===== config.mk =====
export PLATFORM = sky130hd
export DESIGN_NAME = ysyx_23060136_ifu_fetch
export DESIGN_NICKNAME = d
export VERILOG_FILES = /design/src/rtl/ysyx_23060136_ifu_fetch_pkg.sv /design/src/rtl/ysyx_23060136_ifu_fetch.sv
export SDC_FILE = /design/constraint.sdc
export NUM_CORES = 1
export LEC_CHECK = 0
export ABC_CLOCK_PERIOD_IN_PS = 3390
export CORE_UTILIZATION = 40
export DETAILED_ROUTE_END_ITERATION = 16
export HOLD_SLACK_MARGIN = 0.05
export PLACE_DENSITY = 0.75
export SETUP_SLACK_MARGIN = 0.02
export SYNTH_ARGS = -nofsm -noshare
export SYNTH_HDL_FRONTEND = slang
export SYNTH_SLANG_ARGS = --single-unit

===== constraint.sdc =====
create_clock -name clk -period 3.39 [get_ports clk]
set_input_delay 0.678 -clock clk [delete_from_list [all_inputs] [get_ports clk]]
set_output_delay 0.678 -clock clk [all_outputs]
set_load 0.05 [all_outputs]

===== src/rtl/ysyx_23060136_ifu_fetch_pkg.sv =====
// Shared fetch-stage definitions: widths, reset PC,
// canonical NOP and the fetch FSM state encoding.
package ysyx_23060136_DEFINES;

  localparam int BITS_W = 32;
  localparam int INST_W = 32;

  localparam logic [BITS_W-1:0] ysyx_23060136_PC_RST =
    32'h8000_0000;
  localparam logic [INST_W-1:0] ysyx_23060136_NOP =
    32'h0000_0013;

  typedef enum logic [1:0] {
    S_REQ,
    S_WAIT,
    S_HOLD
  } fetch_state_e;

endpackage


===== src/rtl/ysyx_23060136_ifu_fetch.sv =====
// Instruction fetch stage: owns the fetch PC, issues one AXI4-Lite
// read per instruction and holds it until IF/ID accepts it.
module ysyx_23060136_ifu_fetch
  import ysyx_23060136_DEFINES::*;
(
  input  logic              clk,
  input  logic              rst,
  input  logic              BRANCH_flushIF,
  input  logic [BITS_W-1:0] BRANCH_target,
  input  logic              FORWARD_stallID,
  output logic [BITS_W-1:0] IFU_o_pc,
  output logic [INST_W-1:0] IFU_o_inst,
  output logic              IFU_o_valid,
  output logic              IFU_o_fault,
  output logic [BITS_W-1:0] ifu_araddr,
  output logic              ifu_arvalid,
  input  logic              ifu_arready,
  input  logic [INST_W-1:0] ifu_rdata,
  input  logic [1:0]        ifu_rresp,
  input  logic              ifu_rvalid,
  output logic              ifu_rready
);

  fetch_state_e state, n_state;

  logic              started;
  logic [BITS_W-1:0] pc_q, n_pc;
  logic [BITS_W-1:0] araddr_q, n_araddr;
  logic [INST_W-1:0] inst_q, n_inst;
  logic              fault_q, n_fault;
  logic              discard_q, n_discard;

  logic redirect, accept, misaligned;
  logic ar_hs, r_hs;

  assign redirect   = BRANCH_flushIF & ~FORWARD_stallID;
  assign accept     = IFU_o_valid & ~FORWARD_stallID;
  assign misaligned = |araddr_q[1:0];
  assign ar_hs      = ifu_arvalid & ifu_arready;
  assign r_hs       = ifu_rvalid & ifu_rready;

  // started keeps arvalid low for the reset cycle itself
  assign ifu_arvalid = started & (state == S_REQ) & ~misaligned;
  assign ifu_rready  = (state == S_WAIT);
  assign IFU_o_valid = (state == S_HOLD);
  assign ifu_araddr  = araddr_q;
  assign IFU_o_pc    = pc_q;
  assign IFU_o_inst  = IFU_o_valid ? inst_q : ysyx_23060136_NOP;
  assign IFU_o_fault = IFU_o_valid & fault_q;

  always_ff @(posedge clk or negedge rst) begin
    if (!rst) begin
      state   <= S_REQ;
      started <= 1'b0;
    end else begin
      state   <= n_state;
      started <= 1'b1;
    end
  end

  always_comb begin
    n_state   = state;
    n_pc      = pc_q;
    n_araddr  = araddr_q;
    n_inst    = inst_q;
    n_fault   = fault_q;
    n_discard = discard_q;
    unique case (state)
      S_REQ: begin
        if (misaligned) begin
          if (redirect) begin
            n_pc     = BRANCH_target;
            n_araddr = BRANCH_target;
          end else begin
            n_state = S_HOLD;
            n_fault = 1'b1;
            n_inst  = ysyx_23060136_NOP;
          end
        end else begin
          if (ar_hs) n_state = S_WAIT;
          if (redirect) begin
            n_pc      = BRANCH_target;
            n_discard = 1'b1;
          end
        end
      end
      S_WAIT: begin
        if (r_hs) begin
          n_discard = 1'b0;
          if (redirect) begin
            n_pc     = BRANCH_target;
            n_araddr = BRANCH_target;
            n_state  = S_REQ;
          end else if (discard_q) begin
            n_araddr = pc_q;
            n_state  = S_REQ;
          end else begin
            n_inst  = ifu_rdata;
            n_fault = |ifu_rresp;
            n_state = S_HOLD;
          end
        end else if (redirect) begin
          n_pc      = BRANCH_target;
          n_discard = 1'b1;
        end
      end
      S_HOLD: begin
        if (redirect) begin
          n_pc     = BRANCH_target;
          n_araddr = BRANCH_target;
          n_inst   = ysyx_23060136_NOP;
          n_fault  = 1'b0;
          n_state  = S_REQ;
        end else if (accept) begin
          n_pc     = pc_q + 32'd4;
          n_araddr = pc_q + 32'd4;
          n_state  = S_REQ;
        end
      end
      default: n_state = S_REQ;
    endcase
  end

  always_ff @(posedge clk or negedge rst) begin
    if (!rst) begin
      pc_q      <= ysyx_23060136_PC_RST;
      araddr_q  <= ysyx_23060136_PC_RST;
      inst_q    <= ysyx_23060136_NOP;
      fault_q   <= 1'b0;
      discard_q <= 1'b0;
    end else begin
      pc_q      <= n_pc;
      araddr_q  <= n_araddr;
      inst_q    <= n_inst;
      fault_q   <= n_fault;
      discard_q <= n_discard;
    end
  end

endmodule


# Yosys cells after proc, flatten, opt, wreduce, memory -nomap -nowiden

Cells that the tools add are included.

Add/subtract/negate cells: 1
Bitwise operators: 9
Equality and inequality tests: 15
Reductions and logical operators: 12
Mux-type cells: 37

Operator list:

| cell                                          | count |
|---|---|
| two-way mux 32 bit                            | 14 |
| case mux 32 bit (3 select lines)              | 2 |
| case mux 32 bit (2 select lines)              | 1 |
| adder 32 x 3 -> 32 bit, second input constant | 1 |
| two-way mux 2 bit                             | 8 |
| != test 2 bit, second input constant          | 6 |
| two-way mux 1 bit                             | 9 |
| AND 1 bit                                     | 7 |
| AND reduction 7 bit                           | 1 |
| != test 2 x 1 -> 1 bit, second input constant | 3 |
| != test 3 x 1 -> 1 bit, second input constant | 2 |
| != test 3 bit, second input constant          | 2 |
| case mux 2 bit (3 select lines)               | 1 |
| AND reduction 6 bit                           | 1 |
| OR reduction 2 bit                            | 3 |
| AND reduction 4 bit                           | 1 |
| nonzero test 2 bit                            | 2 |
| case mux 1 bit (3 select lines)               | 1 |
| AND reduction 3 bit                           | 1 |
| nonzero test 3 bit                            | 1 |
| == test 2 x 1 -> 1 bit, second input constant | 1 |
| == test 2 bit, second input constant          | 1 |
| logical NOT 2 bit                             | 1 |
| inverter 1 bit                                | 2 |
| other kinds (2)                               | 2 |

Bits of input ports: 72
Logic and storage cells: 81
Output and inout bits: 100
Bits in registers: 101

# Depth between registers and ports, before layout

Gate-level depths: netlist (run 1).

Depth in word-level cells: 7
Gate-level depth with buffers: 11
Mapped depth without buffers: 7

# Least setup slack after synthesis (run 1)

Ideal clock, no wire load.

Path type: register to output
Start: register state[0]
End: output IFU_o_inst[11]
Arrival time: 2232 ps
Path slack: 480 ps
Stages on the path, launching flop included: 7
Path buffers: 3
Required time: 2712 ps
Cell sequence: dfrtp_1 > inv_1 > ha_1 > clkbuf_1 > clkbuf_1 > clkbuf_1 > and2_1

Word-level cells in the longest chain between the ends: 2

Ends and longest elaborated chain:

| item                     | line                          | source |
|---|---|---|
| start: declaration       | ysyx_23060136_ifu_fetch.sv:24 | `fetch_state_e state, n_state;` |
| start signal: assignment | ysyx_23060136_ifu_fetch.sv:56 | `state <= n_state;` |
| == test 2 bit            | ysyx_23060136_ifu_fetch.sv:45 | `assign IFU_o_valid = (state == S_HOLD);` |
| named net IFU_o_valid    | ysyx_23060136_ifu_fetch.sv:13 | `output logic IFU_o_valid,` |
| two-way mux 32 bit       | ysyx_23060136_ifu_fetch.sv:48 | `assign IFU_o_inst = IFU_o_valid ? inst_q : ysyx_23060136_NOP;` |
| end: declaration         | ysyx_23060136_ifu_fetch.sv:12 | `output logic [INST_W-1:0] IFU_o_inst,` |

The timed path passes the listed nets, and every way through them passes these cells.

# Worst setup path after layout (run 1)

Start: register state[1]
End: output IFU_o_inst[7]

Word-level cells in the longest chain between the ends: 2

Ends and longest elaborated chain:

| item               | line |
|---|---|
| == test 2 bit      | ysyx_23060136_ifu_fetch.sv:45 |
| two-way mux 32 bit | ysyx_23060136_ifu_fetch.sv:48 |

Every way passes these cells.

==> results of run 1 <==
metal layers:
metal  up-vias  GRT usage [%]  share of wire, %
met5         -              0                 0
met4         0           8.62               2.7
met3        40           6.68               8.7
met2       286           39.4                46
met1      3215           34.5                43
li1       3194              -                 -
through the flow:
stage	total power, mW	worst slack (ns)	area [sq um]	cells
detailed placement	9.04	0.533	8430	1152
global route	10.8	0.0300	8710	1168
CTS	10.1	0.142	8710	1168
floorplan	6.93	0.480	6530	813
global placement	8.95	0.562	8430	1152
finish	10.1	0.172	8710	1168
state kept, by name, indices dropped and copies added (netlist names):
name        count
IFU_o_pc       32
state           2
ifu_araddr     32
discard_q       1
fault_q         1
inst_q         32
started         1
cell usage after synthesis, drive strengths merged, types with 10 or more instances:
cell,n
nand4,24
clkbuf,48
buf,25
a21oi,54
nand3,25
and2,34
o22ai,14
a31oi,18
dfrtp,96
mux2i,16
nor2,64
nor4,10
o21ai,94
inv,14
nand2,123
final timing paths:
check | slack [ns] | start | endpoint | depth (start not counted)
worst max-delay path | 0.17 | state[1] | IFU_o_inst[7] | 3
worst min-delay path | 0.34 | rst | ifu_araddr[23] | 1
worst max register to register | 0.56 | state[1] | inst_q[21] | 6
worst min register to register | 0.47 | inst_q[11] | inst_q[11] | 2
max in group asynchronous | 2.27 | rst | inst_q[0] | 2
min in group clk | 0.47 | inst_q[11] | inst_q[11] | 2
area by class of cell:
cell class,instances,area (sq um)
Clock buffer,9,225
Clock inverter,7,56.3
Fill cell,1515,7170
Inverter,15,56.3
Multi-Input combinational cell,624,3660
Sequential cell,101,2530
Tap cell,216,270
Timing Repair Buffer,196,1910
cells in the final DEF (no fill, tap or decap), types with 21 or more instances in the layout:
cell,netlist,layout
o21ai_0,93,93
nand3_1,24,24
nand2_1,123,123
nand4_1,21,21
clkdlybuf4s50_1,0,170
and2_1,34,34
buf_4,2,25
nor2_1,64,63
a21oi_1,54,54
dfrtp_1,96,96
power by group through the flow:
stage / registers [mW] / clock network [mW] / logic [mW]
2_1_floorplan: 3.47 / 0 / 3.46
3_3_place_gp: 2.45 / 0 / 6.49
3_5_place_dp: 2.46 / 0 / 6.58
4_1_cts: 2.44 / 1.04 / 6.59
5_1_grt: 2.55 / 1.09 / 7.15
6_report: 2.46 / 1.02 / 6.61
worst max-delay path: stages (launching register included):
cell and delay, ns:
dfrtp_1 0.49, ha_2 0.65, and2_1 0.21, clkdlybuf4s50_1 0.81
logic make-up (layout without fill, tap and decap cells):
family / Yosys count / count (layout)
multiplexers: 23 / 23
AO/OA/AOI/OAI: 263 / 263
XOR/XNOR: 10 / 10
adder cells (fa/ha/maj): 5 / 5
other: 1 / 1
flip-flops: 101 / 101
buffers and inverters: 88 / 227
AND/OR/NAND/NOR: 322 / 322
==> impl_metrics.csv, run 1 <==
group,metric,value,unit
cts,cts_buffers,9,
detailed_routing,viasPerCell,5.77,
sta,skew,0.00966,ns
yosys,async_reset_ff_share,100,%
layout,area_delta_synth_final,33.4,%
global_route,antenna_found_initial,0,
critical_path,crit_required,2.71,ns
cts,cts_tree,"built",
cts,clock_path_buffers,2,
floorplan,ioPinCount,172,
detailed_routing,ant_nets,0,
sta,period_share,94.9,%
floorplan,rows,46,
yosys,synth_flop_cell,"dfrtp_1",
yosys,synthesis.nets,890,
yosys,synthTopCellsByArea,"dfrtp_1, o21ai_0, nand2_1",
placement,gp_congestion,0.918,
sta,setup_tns,0,ns
critical_path,worst-path-max-fanout,38,
detailed_routing,routed_wl,20900,um
layout,nets,1024,
floorplan,core_area,15900,sq um
global_route,grt_first_pass_wirelength,33300,um
sta,max_freq,311,MHz
detailed_routing,remaining_drc_errors,0,
yosys,syn_area,6530,sq um
yosys,postSynthAreaPerCell,8.04,sq um
power_and_ir_drop,clkPwrFrac,10.1,%
sta,rsz0062_at_grt,"false",
yosys,synth_warnings,0,
sta,finalHoldViolCount,0,
detailed_routing,wl_per_cell,17.9,um
power_and_ir_drop,power.switching,5.53,mW
detailed_routing,vias,6735,
floorplan,die_area,16800,sq um
sta,fin_worst_hold_slack,0.335,ns
power_and_ir_drop,intPower,4.55,mW
cts,ctsResizeCount,0,
critical_path,start_kind,"flip-flop",
detailed_routing,drt-initial-drc-count,654,
yosys,synth_seq_cells,101,
sta,relSlewSlack,48.0,%
cts,cts_setup_buffers,0,
cts,clkSinkCount,101,
power_and_ir_drop,seqPwrFrac,24.4,%
sta,finalSetupViolCount,0,
cts,hold_buffers,0,
placement,dpl.hpwl,14500,um
sta,drv_slew,0,
yosys,synth_top_area_share,36.8,%
yosys,synthXorXnorAreaFrac,1.34,%
run_status,status,"complete, no violations",
power_and_ir_drop,power_leakage,3.38,nW
floorplan,die_w,130,um
sta,tightest_slew,0.777,ns
yosys,netlist_instances,813,
power_and_ir_drop,p_comb_share,65.5,%
power_and_ir_drop,irDropWorstVdd,0.000731,V
hold_path,hold_class,"in -> async",
global_route,grt_max_degree,67,
cts,cts_max_level,3,
yosys,yosysUniqueCellTypes,66,
yosys,synth-simple-area-share,24.7,%
power_and_ir_drop,swShare,54.9,%
power_and_ir_drop,power.density,1160,nW/um^2
detailed_routing,dr.pass1.iters,5,
cts,clk_root_buffer_cell,"clkbuf_16",
floorplan,start_util,41.1,%
global_route,overflow,0,
yosys,ys_seq_area_share,38.8,%
critical_path,worstPathArrival,2.54,ns
sta,fin_crit,3.22,ns
global_route,grt_pass1_vias,6230,
cts,clkLatencyLatePin,0.36,ns
yosys,synth_top_family_by_area,"compound AO/OA/AOI/OAI gates",
yosys,synthAdderAreaFrac,0.958,%
layout,drive_above_1_share,7.56,%
layout,utilization,54.9,%
critical_path,critPathKind,"reg -> out",
yosys,synth_compound_area_share,25.0,%
global_route,gr-usage-all-layers,25.5,%
placement,io_buffers,171,
job,drv_cap,0,
yosys,synth_edf_count,0,
layout,diodes,0,
critical_path,cp-end-kind,"output port",
cts,clkTransAtPathRegs,0.08,ns
yosys,synth_area_leader_cell,"dfrtp_1",
yosys,muxShareOfSynthArea,3.66,%
floorplan,die_h,130,um
(Power assumes the default switching activity.)
==> inputs of run 2 (changes only) <==
--- a/config.mk
+++ b/config.mk
@@ -6,10 +6,12 @@
 export NUM_CORES = 1
 export LEC_CHECK = 0
 export ABC_CLOCK_PERIOD_IN_PS = 3390
+export CORE_ASPECT_RATIO = 1.4
 export CORE_UTILIZATION = 40
 export DETAILED_ROUTE_END_ITERATION = 16
 export HOLD_SLACK_MARGIN = 0.05
 export PLACE_DENSITY = 0.75
+export RECOVER_POWER = 100
 export SETUP_SLACK_MARGIN = 0.02
 export SYNTH_ARGS = -nofsm -noshare
 export SYNTH_HDL_FRONTEND = slang
==> run 2 against run 1 <==
Core utilization is 0.31 points higher. Sequential power is 2% lower. Via count is 0.42% lower. Critical path depth is 4 higher. Critical endpoint is now IFU_o_pc[1].
==> impl_metrics.csv, run 2 (synthesis results as in run 1) <==
group,metric,value,unit
critical_path,cp-end-kind,"flip-flop",
critical_path,crit_required,3.63,ns
detailed_routing,remaining_drc_errors,0,
layout,diodes,0,
floorplan,die_area,16900,sq um
hold_path,min_path_cells,2,
power_and_ir_drop,p_total,9.96,mW
placement,gp_congestion,0.920,
global_route,use_met1,32.0,%
global_route,gr-usage-all-layers,25.8,%
power_and_ir_drop,power_leakage,3.48,nW
hold_path,hold_path_end,"inst_q[17]",
cts,clkTransAtPathRegs,0.07,ns
global_route,grtUsageMet2,41.8,%
placement,io_buffers,171,
global_route,grt.busiest_layer,"met2",
cts,clock_path_buffers,2,
layout,fillCellCount,1501,
floorplan,rows,54,
detailed_routing,ant_nets,0,
global_route,grt_pass1_vias,6420,
placement,dpl.cell_count,1135,
sta,skew,0.0135,ns
critical_path,r2r_cells,8,
layout,area_delta_synth_final,33.0,%
layout,utilization,55.2,%
sta,tightest_slew,1.36,ns
floorplan,die_h,153,um
layout,final_cell_mix,"nand2_1, dlygate4sd3_1, dfrtp_1, o21ai_0, clkdlybuf4s50_1",
sta,rsz0062_at_grt,"false",
detailed_routing,drt-initial-drc-count,460,
cts,cts_max_level,3,
floorplan,core_area,15700,sq um
power_and_ir_drop,irDropWorstVdd,0.000743,V
floorplan,start_util,41.5,%
sta,setup_tns,0,ns
cts,clkLatencyLatePin,0.36,ns
detailed_routing,viasPerCell,5.83,
detailed_routing,wl_per_cell,18.2,um
sta,max_freq,319,MHz
detailed_routing,routed_wl,20900,um
global_route,use_met3,5.54,%
critical_path,critPathKind,"in -> reg",
critical_path,start_kind,"primary input",
floorplan,die_w,110,um
placement,pre_cts_slack,0.433,ns
global_route,grt_first_pass_wirelength,33800,um
hold_path,hold_class,"reg -> reg",
critical_path,worstPathArrival,3.37,ns
run_status,status,"complete, no violations",
cts,hold_buffers,0,
layout,drive_above_1_share,7.23,%
cts,cts_tree,"built",
global_route,overflow,0,
layout,nets,1027,
cts,clk_root_buffer_cell,"clkbuf_16",
layout,layout_commonest_cell,"nand2_1",
global_route,grt_max_degree,67,
sta,finalHoldViolCount,0,
job,drv_cap,0,
cts,clkSinkCount,101,
critical_path,timing.rr.end,"state[0]",
placement,dpl.hpwl,14800,um
sta,setup_ws,0.254,ns
sta,period_share,92.5,%
global_route,antenna_found_initial,0,
floorplan,ioPinCount,172,
cts,cts_buffers,9,
power_and_ir_drop,power.density,1150,nW/um^2
sta,relSlewSlack,9.66,%
critical_path,worst-path-max-fanout,25,
detailed_routing,vias,6707,
sta,fin_crit,3.14,ns
detailed_routing,dr.pass1.iters,5,
layout,final_cells,1151,
hold_path,hp-start,"inst_q[17]",
critical_path,rrSetupSlack,0.28,ns
sta,finalSetupViolCount,0,
sta,drv_slew,0,
critical_path,rr_startpoint,"state[1]",
run 2: changes by cell type in the layout (fill, tap and decap cells not counted), moves of 4 or more:
cell / delta
dlygate4sd3_1: +101
clkdlybuf4s50_1: -101
buf_4: -5
clkbuf_1: +5
clkbuf_2: +4
run 2: final cells by class:
type	instances	area [sq um]	area share [%]
inverter	15	56.3	0.648
tap	196	245	2.82
clock inverter	6	68.8	0.792
timing repair buffer	199	1890	21.8
sequential	101	2530	29.2
clock buffer	10	239	2.75
multi-input combinational	624	3650	42.0
run 2: metrics by stage:
| stage | cell area (sq um) | hold slack (ns) |
|---|---|---|
| 2_1_floorplan | 6530 | 0.382 |
| 5_1_grt | 8690 | 0.496 |
| 6_report | 8690 | 0.471 |
| 4_1_cts | 8740 | 0.383 |
| 3_5_place_dp | 8430 | 0.462 |
| 3_3_place_gp | 8430 | 0.453 |
run 2: worst max-delay path, cell delays in order:
cell	delay [ns]
dlygate4sd3_1	0.62
nor2b_2	0.59
clkbuf_2	0.45
nor2_1	0.21
buf_4	0.27
nor2_1	0.19
mux2_2	0.35
run 2: power breakdown:
part / switching (mW) / total (mW) / leakage [nW] / internal, mW
Sequential: 0.652 / 2.42 / 1.23 / 1.77
Combinational: 4.37 / 6.46 / 2.10 / 2.08
Clock: 0.485 / 1.08 / 0.149 / 0.599
run 2: timing repair:
action                     4_1_cts  5_1_grt
gates resized for setup          0        1
setup endpoints to repair        0       16
setup buffers                    0        0
run 2: worst max-delay path by stage:
stage	slack (ns)	end	start	cells past startpoint
floorplan	0.48	IFU_o_inst[11]	state[0]	6
global placement	0.45	fault_q	state[0]	7
detailed placement	0.43	inst_q[14]	state[0]	7
CTS	0.08	IFU_o_inst[5]	state[0]	4
global route	0.13	IFU_o_pc[1]	FORWARD_stallID	7
finish	0.25	IFU_o_pc[1]	FORWARD_stallID	7
run 2: per-layer routing:
layer / part of all wire [%] / vias up
met1: 39 / 3121
met4: 3.7 / 0
li1: - / 3207
met2: 48 / 327
met3: 8.5 / 52
met5: 0 / -
==> inputs of run 3 (changes only) <==
--- a/config.mk
+++ b/config.mk
@@ -11,7 +11,7 @@
 export DETAILED_ROUTE_END_ITERATION = 16
 export HOLD_SLACK_MARGIN = 0.05
 export PLACE_DENSITY = 0.75
-export RECOVER_POWER = 100
+export RECOVER_POWER = 25
 export SETUP_SLACK_MARGIN = 0.02
 export SYNTH_ARGS = -nofsm -noshare
 export SYNTH_HDL_FRONTEND = slang
==> run 3 against run 2 <==
Global-route usage unchanged. Maximum frequency up 3.5%. Final cell count unchanged. Core utilization up 0.29 points. First-iteration DRC count up 18%. Critical path depth down 3. Routed wire length up 0.67%. Total power up 2.4%. Sequential power about the same. Combinational power up 3.3%. Critical endpoint is now IFU_o_inst[5]. Largest power group unchanged.
==> impl_metrics.csv, run 3 (synthesis results as in run 1) <==
group,metric,value,unit
cts,clock_path_buffers,2,
layout,area_delta_synth_final,33.7,%
detailed_routing,drt-initial-drc-count,542,
layout,fillCellCount,1489,
power_and_ir_drop,irDropWorstVdd,0.000779,V
layout,final_cell_mix,"clkdlybuf4s50_1, nand2_1, dfrtp_1, o21ai_0, nor2_1",
floorplan,core_area,15700,sq um
sta,setup_tns,0,ns
detailed_routing,viasPerCell,5.83,
cts,cts_max_level,3,
layout,diodes,0,
critical_path,cp_slowest_cell,"clkdlybuf4s50_1",
cts,clk_root_buffer_cell,"clkbuf_16",
critical_path,critical_path_depth,4,
sta,drv_slew,0,
sta,tightest_slew,1.38,ns
placement,dpl.hpwl,14800,um
critical_path,r2r_cells,8,
detailed_routing,vias,6710,
critical_path,crit_required,2.71,ns
global_route,grt_first_pass_wirelength,33800,um
sta,fin_worst_hold_slack,0.472,ns
critical_path,crit_buf_inv,2,
cts,cts_tree,"built",
critical_path,worstPathArrival,2.35,ns
placement,gp_congestion,0.920,
cts,ctsResizeCount,0,
detailed_routing,dr.pass1.iters,6,
global_route,grt_pass1_vias,6420,
critical_path,start_kind,"flip-flop",
cts,clkLatencyLatePin,0.35,ns
sta,period_share,89.3,%
cts,cts_setup_buffers,0,
sta,relSlewSlack,8.24,%
detailed_routing,wl_per_cell,18.3,um
sta,fin_crit,3.03,ns
power_and_ir_drop,power.density,1170,nW/um^2
placement,io_buffers,171,
floorplan,die_w,110,um
layout,drive_above_1_share,7.85,%
detailed_routing,remaining_drc_errors,0,
floorplan,die_area,16900,sq um
critical_path,crit_chain,"inv_1, ha_4, and2_1, clkdlybuf4s50_1",
sta,finalHoldViolCount,0,
global_route,gr-usage-all-layers,25.8,%
sta,rsz0062_at_grt,"false",
layout,nets,1027,
critical_path,cp-end-kind,"output port",
sta,max_freq,330,MHz
critical_path,worst-path-max-fanout,41,
critical_path,critPathKind,"reg -> out",
floorplan,start_util,41.5,%
detailed_routing,routed_wl,21100,um
hold_path,min_path_cells,2,
critical_path,cp_top_family,"buffers and inverters",
floorplan,rows,54,
global_route,grt_max_degree,67,
global_route,antenna_found_initial,0,
detailed_routing,ant_nets,0,
critical_path,slowest_delay,0.80,ns
run_status,status,"complete, no violations",
cts,clkSinkCount,101,
cts,hold_buffers,0,
sta,finalSetupViolCount,0,
floorplan,die_h,153,um
sta,skew,0.0141,ns
floorplan,ioPinCount,172,
layout,layout_commonest_cell,"clkdlybuf4s50_1",
power_and_ir_drop,p_total,10.2,mW
hold_path,hold_class,"reg -> reg",
power_and_ir_drop,power_leakage,3.40,nW
job,drv_cap,0,
cts,clkTransAtPathRegs,0.07,ns
global_route,overflow,0,
cts,cts_buffers,9,
run 3: changes by cell type in the layout (fill, tap and decap cells not counted), moves of 2 or more:
| cell | delta |
|---|---|
| dlygate4sd3_1 | -101 |
| clkdlybuf4s50_1 | +101 |
| clkbuf_1 | -5 |
| clkbuf_2 | -2 |
| buf_4 | +7 |
run 3: final timing paths:
check | start | slack, ns | endpoint
setup / recovery | state[0] | 0.36 | IFU_o_inst[5]
hold / removal | inst_q[17] | 0.47 | inst_q[17]
setup reg to reg | state[0] | 0.67 | ifu_araddr[7]
hold reg to reg | inst_q[17] | 0.47 | inst_q[17]
max in group asynchronous | rst | 0.81 | IFU_o_pc[8]
min in group asynchronous | rst | 0.59 | inst_q[26]
run 3: stage by stage:
stage | cells | util [%] | instance area [sq um] | worst slack (ns)
finish | 1151 | 55.5 | 8730 | 0.361
detailed placement | 1135 | 53.6 | 8430 | 0.433
global route | 1151 | 55.5 | 8730 | 0.238
CTS | 1151 | 55.5 | 8740 | 0.0818
floorplan | 813 | - | 6530 | 0.480
global placement | 1135 | 53.6 | 8430 | 0.451
run 3: cell type report:
cell class	instances	area, sq um	share of cell area (%)
clock buffer	10	239	2.74
inverter	15	56.3	0.645
sequential	101	2530	29.0
tap	196	245	2.81
clock inverter	6	68.8	0.788
timing repair buffer	199	1910	21.9
multi-input combinational	624	3670	42.1
run 3: power breakdown:
part	internal [mW]	switching (mW)
clock network	0.599	0.487
logic	2.28	4.39
registers	1.77	0.675
run 3: worst register-to-register path: cells and delay by family, from the launching register on:
kind                     cells  cell delay (ns)
buffers and inverters        2             0.48
AND/OR/NAND/NOR              2             0.39
multiplexers                 1             0.08
flip-flops                   1             0.42
adder cells (fa/ha/maj)      1             0.42
AO/OA/AOI/OAI                2             0.88
run 3: per-layer routing:
layer | GRT usage, % | part of all wire [%] | vias up
li1 | - | - | 3201
met1 | 32.0 | 39 | 3101
met2 | 41.8 | 49 | 352
met3 | 5.54 | 8.9 | 56
met4 | 12.8 | 3.6 | 0
met5 | 0 | 0 | -
